$ cat src/rtl/nv_ram_rwsp_fifo_ctrl_pkg.sv
// Shared constants for the 128x257 RAM-backed FIFO controller and its wrapper.
package nv_ram_rwsp_fifo_ctrl_pkg;

    localparam int unsigned NV_RAM_FIFO_DEPTH = 128;
    localparam int unsigned NV_RAM_FIFO_AW    = 7;
    localparam int unsigned NV_RAM_FIFO_DW    = 257;
    localparam int unsigned NV_RAM_FIFO_CW    = 8;

endpackage

$ cat src/rtl/nv_ram_rwsp_fifo_ctrl.sv
// Valid/ready FIFO controller sequencing a two-port RAM with a 2-cycle stallable read
// pipeline (registered address, registered output) as a DEPTH+1 entry elastic FIFO.
module nv_ram_rwsp_fifo_ctrl
    import nv_ram_rwsp_fifo_ctrl_pkg::*;
#(
    parameter int unsigned DEPTH = NV_RAM_FIFO_DEPTH,
    parameter int unsigned AW    = NV_RAM_FIFO_AW,
    parameter int unsigned DW    = NV_RAM_FIFO_DW
) (
    input  logic          clk,
    input  logic          rst,
    input  logic          clr,
    input  logic          in_valid,
    output logic          in_ready,
    input  logic [DW-1:0] in_data,
    output logic          out_valid,
    input  logic          out_ready,
    output logic [DW-1:0] out_data,
    output logic [AW:0]   count,
    output logic          ram_we,
    output logic [AW-1:0] ram_wa,
    output logic [DW-1:0] ram_di,
    output logic          ram_re,
    output logic [AW-1:0] ram_ra,
    output logic          ram_ore,
    input  logic [DW-1:0] ram_dout
);

    localparam int unsigned CW = AW + 1;
    localparam logic [CW-1:0] FULL = CW'(DEPTH);

    logic [AW-1:0] wr_ptr;
    logic [AW-1:0] rd_ptr;
    logic [CW-1:0] ram_cnt;
    logic [CW-1:0] pend_cnt;
    logic          s1_v;
    logic          s2_v;
    logic          flush;
    logic          wr_fire;
    logic          adv1;

    // ram_cnt keeps a slot live until its data is captured in dout_r, so a write
    // can never land on the address sitting in the RAM's read-address register.
    always_comb begin
        flush    = rst | clr;
        in_ready = !rst && (ram_cnt < FULL);
        wr_fire  = in_valid & in_ready & !clr;
        ram_ore  = !flush & s1_v & (!s2_v | out_ready);
        adv1     = !s1_v | ram_ore;
        ram_re   = !flush & adv1 & (pend_cnt != '0);
    end

    assign ram_we    = wr_fire;
    assign ram_wa    = wr_ptr;
    assign ram_di    = in_data;
    assign ram_ra    = rd_ptr;
    assign out_valid = s2_v;
    assign out_data  = ram_dout;
    assign count     = ram_cnt + CW'(s2_v);

    always_ff @(posedge clk) begin
        if (flush) begin
            wr_ptr   <= '0;
            rd_ptr   <= '0;
            ram_cnt  <= '0;
            pend_cnt <= '0;
            s1_v     <= 1'b0;
            s2_v     <= 1'b0;
        end else begin
            if (wr_fire) begin
                wr_ptr <= wr_ptr + AW'(1);
            end
            if (ram_re) begin
                rd_ptr <= rd_ptr + AW'(1);
            end
            ram_cnt  <= ram_cnt + CW'(wr_fire) - CW'(ram_ore);
            pend_cnt <= pend_cnt + CW'(wr_fire) - CW'(ram_re);

            if (ram_re) begin
                s1_v <= 1'b1;
            end else if (adv1) begin
                s1_v <= 1'b0;
            end

            if (ram_ore) begin
                s2_v <= 1'b1;
            end else if (out_ready) begin
                s2_v <= 1'b0;
            end
        end
    end

endmodule

$ cat config.mk
export PLATFORM = sky130hd
export DESIGN_NAME = nv_ram_rwsp_fifo_ctrl
export DESIGN_NICKNAME = d
export VERILOG_FILES = /design/src/rtl/nv_ram_rwsp_fifo_ctrl_pkg.sv /design/src/rtl/nv_ram_rwsp_fifo_ctrl.sv
export SDC_FILE = /design/constraint.sdc
export NUM_CORES = 1
export LEC_CHECK = 0
export CAP_MARGIN = 20
export CORE_AREA = 8 8 411 413
export CTS_BUF_LIST = sky130_fd_sc_hd__clkbuf_2 sky130_fd_sc_hd__clkbuf_4 sky130_fd_sc_hd__clkbuf_8
export DETAILED_ROUTE_END_ITERATION = 8
export DIE_AREA = 0 0 419 421
export RECOVER_POWER = 25
export SLEW_MARGIN = 20
export SYNTH_ARGS = -nofsm -noshare
export SYNTH_HDL_FRONTEND = slang
export SYNTH_SLANG_ARGS = --single-unit
$ cat constraint.sdc
create_clock -name clk -period 4.9 [get_ports clk]
set_input_delay 0.98 -clock clk [delete_from_list [all_inputs] [get_ports clk]]
set_output_delay 0.98 -clock clk [all_outputs]
set_load 0.03 [all_outputs]
# ---- Word-level counts from Yosys, hierarchy flattened
# Cells that the tools add are included.
dict set report word_totals {
  regBits 32
  in_bits 519
  output_inout_bits 541
  wordCells 36
}
dict set report op_classes {
  add_sub_neg 7
  magnitude_cmp 1
  muxes 4
  n_bitwise 9
  reduce_logical 9
}
# op n
set op_table {}
lappend op_table {{8-bit by 1-bit adder with 8-bit output} 3}
lappend op_table {{8-bit by 1-bit subtractor with 8-bit output} 2}
lappend op_table {{7-bit by 1-bit adder with 7-bit output (second input constant)} 2}
lappend op_table {{8-bit < comparator (second input constant)} 1}
lappend op_table {{8-bit nonzero test} 1}
lappend op_table {{1-bit AND} 6}
lappend op_table {{1-bit logical NOT} 5}
lappend op_table {{1-bit 2-to-1 mux} 4}
lappend op_table {{2-bit nonzero test} 2}
lappend op_table {{1-bit bitwise OR} 3}
lappend op_table {{1-bit logical AND} 1}

# ---- Logic depth before layout (Yosys ltp)
dict set report logic_depth {
  depth_word 8
  depth_mapped 14
  depth_no_buf 14
}

# ---- Least setup slack after synthesis
# Ideal clock, no wire load.
dict set report synth_path {
  kind {input -> register}
  from {input port clr}
  to {register ram_cnt[6]}
  setup_ns 0.062
  arrival_ns 3.840
  t_required_ns 4.838
  slack_ns 0.998
  cell_stages 13
  n_path_buf 2
  path_cell_list {or2_1 > clkbuf_1 > buf_2 > nor3b_1 > ha_1 > inv_1 > ha_1 > inv_1 > fa_1 > nor2b_1 > o31a_1 > or4_1 > nand3_1}
}
dict set report synth_via {
  elab_chain_len 5
  elab_cells_between_ends 8
}
# item line
set synth_rtl {}
lappend synth_rtl {{start: declaration} nv_ram_rwsp_fifo_ctrl.sv:12} ;# input logic clr,
lappend synth_rtl {{1-bit bitwise OR} nv_ram_rwsp_fifo_ctrl.sv:45} ;# flush = rst | clr;
lappend synth_rtl {{1-bit logical NOT} nv_ram_rwsp_fifo_ctrl.sv:48} ;# ram_ore = !flush & s1_v & (!s2_v | out_ready);
lappend synth_rtl {{1-bit AND (2 in series)} nv_ram_rwsp_fifo_ctrl.sv:48}
lappend synth_rtl {{net ram_ore} nv_ram_rwsp_fifo_ctrl.sv:25} ;# output logic ram_ore,
lappend synth_rtl {{8-bit by 1-bit subtractor with 8-bit output} nv_ram_rwsp_fifo_ctrl.sv:76} ;# ram_cnt <= ram_cnt + CW'(wr_fire) - CW'(ram_ore);
lappend synth_rtl {{end signal: assignment} nv_ram_rwsp_fifo_ctrl.sv:76}
lappend synth_rtl {{end: declaration} nv_ram_rwsp_fifo_ctrl.sv:34} ;# logic [CW-1:0] ram_cnt;
# The timed path passes the listed nets, and every way through them passes these cells.
# A chain may end at the register's enable or synchronous reset.

# ---- Final worst setup path
dict set report layout_path {
  from {input port rst}
  to {output port ram_re}
}
dict set report layout_via {
  elab_chain_len 7
}
# item line
set layout_rtl {}
lappend layout_rtl {{start: declaration} nv_ram_rwsp_fifo_ctrl.sv:11} ;# input logic rst,
lappend layout_rtl {{1-bit bitwise OR (*)} nv_ram_rwsp_fifo_ctrl.sv:45}
lappend layout_rtl {{1-bit logical NOT (*)} {nv_ram_rwsp_fifo_ctrl.sv:48, nv_ram_rwsp_fifo_ctrl.sv:50}}
lappend layout_rtl {{1-bit AND (2 in series)} nv_ram_rwsp_fifo_ctrl.sv:48}
lappend layout_rtl {{1-bit bitwise OR} nv_ram_rwsp_fifo_ctrl.sv:49} ;# adv1 = !s1_v | ram_ore;
lappend layout_rtl {{1-bit AND (*) (2 in series)} nv_ram_rwsp_fifo_ctrl.sv:50} ;# ram_re = !flush & adv1 & (pend_cnt != '0);
lappend layout_rtl {{end: declaration} nv_ram_rwsp_fifo_ctrl.sv:23} ;# output logic ram_re,
# Every way passes the cells marked *; elsewhere a longest branch is shown, timed or not.

==> flow_summary_export.csv <==
group,metric,value,unit
yosys,ys_seq_area_frac,0.1078,
final_layout,final_cell_area,5214,um^2
sta,worstMarginPinSlew,686.6,ps
cts,post_cts_resized,0,
final_layout,n_antenna_cell,0,
critical_path,endpoint,"ram_re",
yosys,synth_area,5942,um^2
worst_hold_path,hold_class,"reg -> reg",
placed_design,portBuffers,31,
critical_path,critPathTopFamily,"buffers and inverters",
floorplanning,fp.dieH,421,um
critical_path,crit_path_start,"rst",
power,p_switching,0.4592,mW
drt,dr_total_vias,2797,
cts,cts.path.max_buffers,2,
drt,totalWireLength,92980,um
critical_path,crit_path_top_delay_cell,"clkdlybuf4s50_1",
critical_path,cpPeakStageDelay,830,ps
sta,max_freq,251.9,MHz
cts,cts_sinks,32,
final_layout,layout_common_cells,"dfxtp_1 (32), clkdlybuf4s50_1 (29), ha_1 (28)",
power,totalPowerFinal,1.100,mW
drt,vias_per_cell,1.141,
yosys,syn_inst,753,
sta,slew-limit-headroom,0.5409,
critical_path,r2r_end,"pend_cnt[6]",
cts,cts-root-buf,"clkbuf_8",
sta,fin_crit,3970,ps
sta,hold_viol,0,
final_layout,nNetsFinal,824,
sta,fin_setup_tns,0,ps
sta,clock_skew,7.235,ps
cts,htree_levels,2,
cts,cts_tree,"built",
placed_design,hpwl,90760,um
critical_path,cp.required,3920,ps
grt,grt_pass1_wl,99320,um
critical_path,end_kind,"output pin",
power,p_sw_frac,0.4176,
floorplanning,dieArea,176400,um^2
outcome,status,"completed",
drt,drt-pass1-iter-count,4,
placed_design,place_area,5126,um^2
sta,rsz0062_at_grt,"false",
floorplanning,fp.coreArea,162000,um^2
yosys,synth_edf_count,0,
final_layout,fin_cells,2451,
power,seq_power_share,0.311,
critical_path,path_cells,"dlygate4sd3_1, or2_1, nor2_1, clkdlybuf4s50_1",
drt,drtIter0Drc,183,
yosys,ys.flop_type,"dfxtp_1",
sta,setup_viol_count_final,0,
final_layout,final_layout_size_suffix_gt1_frac,0.05797,
placed_design,gp_congestion,0.8442,
critical_path,worstPathMaxFanout,4,
critical_path,path_class,"in -> out",
drt,postRouteAntennaNets,0,
grt,grt_max_degree,22,
power,p_leak,1.062,nW
critical_path,worst-path-stages,4,
yosys,syn_nets,1302,
sta,drv_slew,0,
cts,cts_made_buffers,5,
grt,overflow,0,
power,p_int,0.6403,mW
placed_design,dp.cells,2443,
cts,path_clk_slew,70,ps
grt,antenna_found_initial,1,
critical_path,reg2reg_slack,1690,ps
sta,fin_hold_ws,527.2,ps
power,ir_drop,0.1125,mV
critical_path,path_buf_inv,2,
final_layout,area_growth,-12.26,%
yosys,synth_cell_types,45,
cts,clock_latency,300,ps
cts,post_cts_buffers,0,
power,power_frac_comb,0.494,
floorplanning,start_util,0.03667,
power,powerDensity,210.9,nW/um^2
grt,track_usage,0.09921,
yosys,syn_avg_cell_area,7.891,um^2
drt,wire_per_inst,37.93,um
yosys,async_flop_share,0,
grt,first_global_vias,2595,
yosys,synth_seq_cells,32,
cts,cts.hold.buffers_added,0,
final_layout,final_common_cell,"dfxtp_1",
critical_path,reg2reg_from,"pend_cnt[3]",
floorplanning,die_w,419,um
critical_path,cp-start-kind,"input pin",
floorplanning,rows,148,
floorplanning,ioPinCount,1060,
power,pwr-share-clk,0.195,
yosys,yosys_warnings,0,
flow_run,maxCapViolCount,0,
drt,drc,0,
sta,period_share,0.8103,
critical_path,crit_arrival,2990,ps
critical_path,rr_worst_depth,14,
-- final cells by class --
class / instances / area, um^2
Fill cell: 19280 / 156800
Tap cell: 2175 / 2721
Multi-Input combinational cell: 176 / 1320
Sequential cell: 32 / 640.6
Timing Repair Buffer: 35 / 350.3
Inverter: 25 / 93.84
Clock buffer: 5 / 68.82
Clock inverter: 3 / 18.77
-- synth_stat cells, drive strengths merged, types with 2 or more instances --
cell    number  share of area
xor2         8          0.012
nand3        9         0.0076
a211oi       6         0.0084
nor2        27          0.017
dfxtp       32           0.11
mux2i        5         0.0084
o311ai       2         0.0029
xnor2       10          0.015
nor2b        6         0.0063
nor3         6         0.0051
and2         3         0.0032
buf        517           0.65
ha          28          0.059
o21ai        5         0.0042
a21oi        5         0.0042
a31oi        5         0.0053
or3          4         0.0042
nand2        9         0.0057
a21o         3         0.0051
nor3b        4         0.0051
and3         4         0.0042
clkbuf       3         0.0019
fa           2         0.0067
nand4        5         0.0053
nand2b       4         0.0042
inv         25          0.016
-- through the flow --
step / utilization / worst slack, ps
2_1_floorplan: - / 998.0
5_1_grt: 0.03218 / 857.7
4_1_cts: 0.03218 / 954.3
3_5_place_dp: 0.03164 / 899.9
6_report: 0.03218 / 929.5
3_3_place_gp: 0.03164 / 948.2
-- cells by family after synthesis --
group / Yosys count / synth area share
AND/OR/NAND/NOR: 87 / 0.07686
XOR/XNOR: 18 / 0.02653
flip-flops: 32 / 0.1078
AO/OA/AOI/OAI: 36 / 0.04464
adder cells (fa/ha/maj): 30 / 0.06570
multiplexers: 5 / 0.008423
buffers and inverters: 545 / 0.6700
-- worst min-delay path by stage --
stage,slack (ps),end,depth (start not counted),start
6_report,530,ram_wa[6],2,ram_wa[6]
4_1_cts,530,ram_wa[6],2,ram_wa[6]
2_1_floorplan,470,s1_v,2,s1_v
3_5_place_dp,510,ram_wa[6],2,ram_wa[6]
5_1_grt,560,ram_wa[6],2,ram_wa[6]
3_3_place_gp,500,ram_wa[6],2,ram_wa[6]
-- layer usage --
layer | share of wire | vias to the layer above | track usage | routed length [um]
met2 | 0.44 | 764 | 0.1563 | 41220
met4 | 0.019 | 0 | 0.01617 | 1759
li1 | - | 908 | - | -
met1 | 0.090 | 1038 | 0.02566 | 8391
met3 | 0.45 | 87 | 0.2123 | 41610
met5 | 0 | - | 0 | 0
-- power by group through the flow --
stage          logic [mW]  registers (mW)  clock network (mW)
2_1_floorplan        1.17           0.345                   0
3_3_place_gp        0.531           0.348                   0
3_5_place_dp        0.538           0.348                   0
4_1_cts             0.541           0.342               0.220
5_1_grt             0.602           0.347               0.232
6_report            0.543           0.342               0.214
-- sequential cells by signal, summed over array words and instances, names as in the netlist --
| name | count |
|---|---|
| pend_cnt | 8 |
| out_valid | 1 |
| ram_wa | 7 |
| s1_v | 1 |
| ram_cnt | 8 |
| ram_ra | 7 |
-- worst reg2reg max path, stage by stage (launching register included) --
cell	delay, ps
dfxtp_1	370
inv_1	70
ha_1	190
and4bb_4	230
a21o_4	240
nor2_1	220
ha_1	280
inv_1	60
ha_1	180
inv_1	60
fa_1	380
nor2b_1	220
o311ai_1	160
a2111o_1	440
nand3_1	60
No activity file was read; power rests on OpenSTA's default activity.
==> patch: new RTL, same settings <==
Set the package constant `NV_RAM_FIFO_DW` to 128 (it was 257).
--- a/src/rtl/nv_ram_rwsp_fifo_ctrl_pkg.sv
+++ b/src/rtl/nv_ram_rwsp_fifo_ctrl_pkg.sv
@@ -4,5 +4,5 @@
     localparam int unsigned NV_RAM_FIFO_DEPTH = 128;
     localparam int unsigned NV_RAM_FIFO_AW    = 7;
-    localparam int unsigned NV_RAM_FIFO_DW    = 257;
+    localparam int unsigned NV_RAM_FIFO_DW    = 128;
     localparam int unsigned NV_RAM_FIFO_CW    = 8;
 
Interface: changed (resized in_data, out_data, ram_di and ram_dout); port bits go from 1060 to 544. No check against the original RTL was run, so the function may have changed too.
==> patch against the original RTL <==
  * Synthesized area is 33% lower
  * Critical path depth stayed put
  * Sequential cell count stayed put
  * Wire length is 83% lower
  * Synthesized cell count is 34% lower
  * Largest power group unchanged
  * Critical endpoint unchanged
  * Design area hardly changed
  * Global-route usage is 8.2 points lower
  * Largest cell class unchanged
  * Clock skew is 1.6 ps lower
  * Setup slack worse by 46 ps
  * Clock power is 6% lower
  * Total power is 1.9% higher
  * Combinational power is 3.9% higher
==> patch: results (changes against the original RTL) <==
detailed_routing:
  drt_iter0_markers: 88  # -52%
  vias: 2225  # -20%
  via_per_inst: 0.9074  # -20%
  drt_wl_total_mm: 15.87  # -83%
place:
  place.gp.congestion: 0.6615  # -22%
  dp_slack_ps: 548.0  # -351.9 ps
  place_hpwl_mm: 13.84  # -85%
  io_buffers: 31  # unchanged
yosys:
  async_flop_share_pct: 0  # unchanged
  syn-num-nets: 786  # -40%
  synth_area_leaders: "buf_4 (48%), dfxtp_1 (16%), ha_1 (8.7%)"
  synth_fa_ha_area_share_pct: 9.747  # +3.2 points
  netlist_instances: 495  # -34%
  synthMuxAreaShare_pct: 1.250  # +0.41 points
  synth_commonest_cells: "buf_4 (257), dfxtp_1 (32), ha_1 (28)"
  synth_compound_area_share_pct: 6.623  # +2.2 points
  synth_xor_area_share_pct: 3.936  # +1.3 points
  yosysUniqueCellTypes: 45  # unchanged
  ys_seq_area_share_pct: 16.00  # +5.2 points
global_routing:
  grt_pass1_wl_mm: 20.09  # -80%
  grt_pass1_vias: 2273  # -12%
  grt_util_all_layers_pct: 1.698  # -8.2 points
  grt_max_degree: 25  # +14%
  gr-usage-met2_pct: 2.560  # -13 points
  grt_use_met3_pct: 2.030  # -19 points
  grt_antenna_before_repair: 2  # +1
  grtUsageMet1_pct: 1.333  # -1.2 points
sta:
  finalClockSkew_ps: 5.683  # -1.552 ps
  hold_slack_ps: 525.2  # -2.018 ps
  slew_headroom_pct: 58.94  # +4.8 points
  fin_ws_ps: 883.5  # -46.01 ps
cells_and_area:
  fin_util_pct: 3.219  # about the same
  layout-drive-gt1-share_pct: 5.797  # unchanged
  fillers: 19270  # -0.067%
  top_regs: "pend_cnt (8), ram_cnt (8)"
  nNetsFinal: 566  # -31%
status:
  outcome: "finished clean"
power:
  vdd_drop_max_mv: 0.09096  # -19%
  p_sw_w: 0.0004805  # +4.6%
  power_leakage_nw: 1.061  # about the same
  pwr-share-seq_pct: 31.6  # +0.5 points
  comb_power_w: 0.000564  # +3.9%
  switching_share_pct: 42.89  # +1.1 points
clock_tree:
  clk_latency_ps: 280  # -20 ps
  clock-root-buffer: "clkbuf_8"
  htree_levels: 2  # unchanged
  cts_buffers: 5  # unchanged
setup_path:
  arrival_ps: 3040  # +50 ps
  reg2reg_slack_ps: 1860  # +170 ps
  crit_fanout: 4  # unchanged
worst_hold_path:
  hp-class: "register to register"
## patch: final timing paths
kind | start | to | depth (start not counted)
hold reg to reg | ram_wa[6]$_SDFFE_PP0P_ | ram_wa[6]$_SDFFE_PP0P_ | 2
setup reg to reg | pend_cnt[4]$_SDFF_PP0_ | pend_cnt[6]$_SDFF_PP0_ | 14
hold / removal | ram_wa[6]$_SDFFE_PP0P_ | ram_wa[6]$_SDFFE_PP0P_ | 2
setup / recovery | rst | ram_re | 4
## patch: per-layer routing
layer,wire length [µm],share of wire [%]
met4,475,3.0
met3,3392,21
met5,41,0.26
met2,7321,46
met1,4640,29
## patch: critical path, stage by stage
cell	delay, ps
clkdlybuf4s50_1	720
or2_1	430
nor2_1	180
clkdlybuf4s50_1	730
## patch: layout make-up
class                      instances  share of cell area (%)
tap                             2175                   52.17
multi-input combinational        176                   25.31
sequential                        32                   12.28
timing repair buffer              35                   6.716
inverter                          25                   1.799
clock buffer                       5                   1.319
clock inverter                     3                  0.3598
antenna                            1                 0.04797
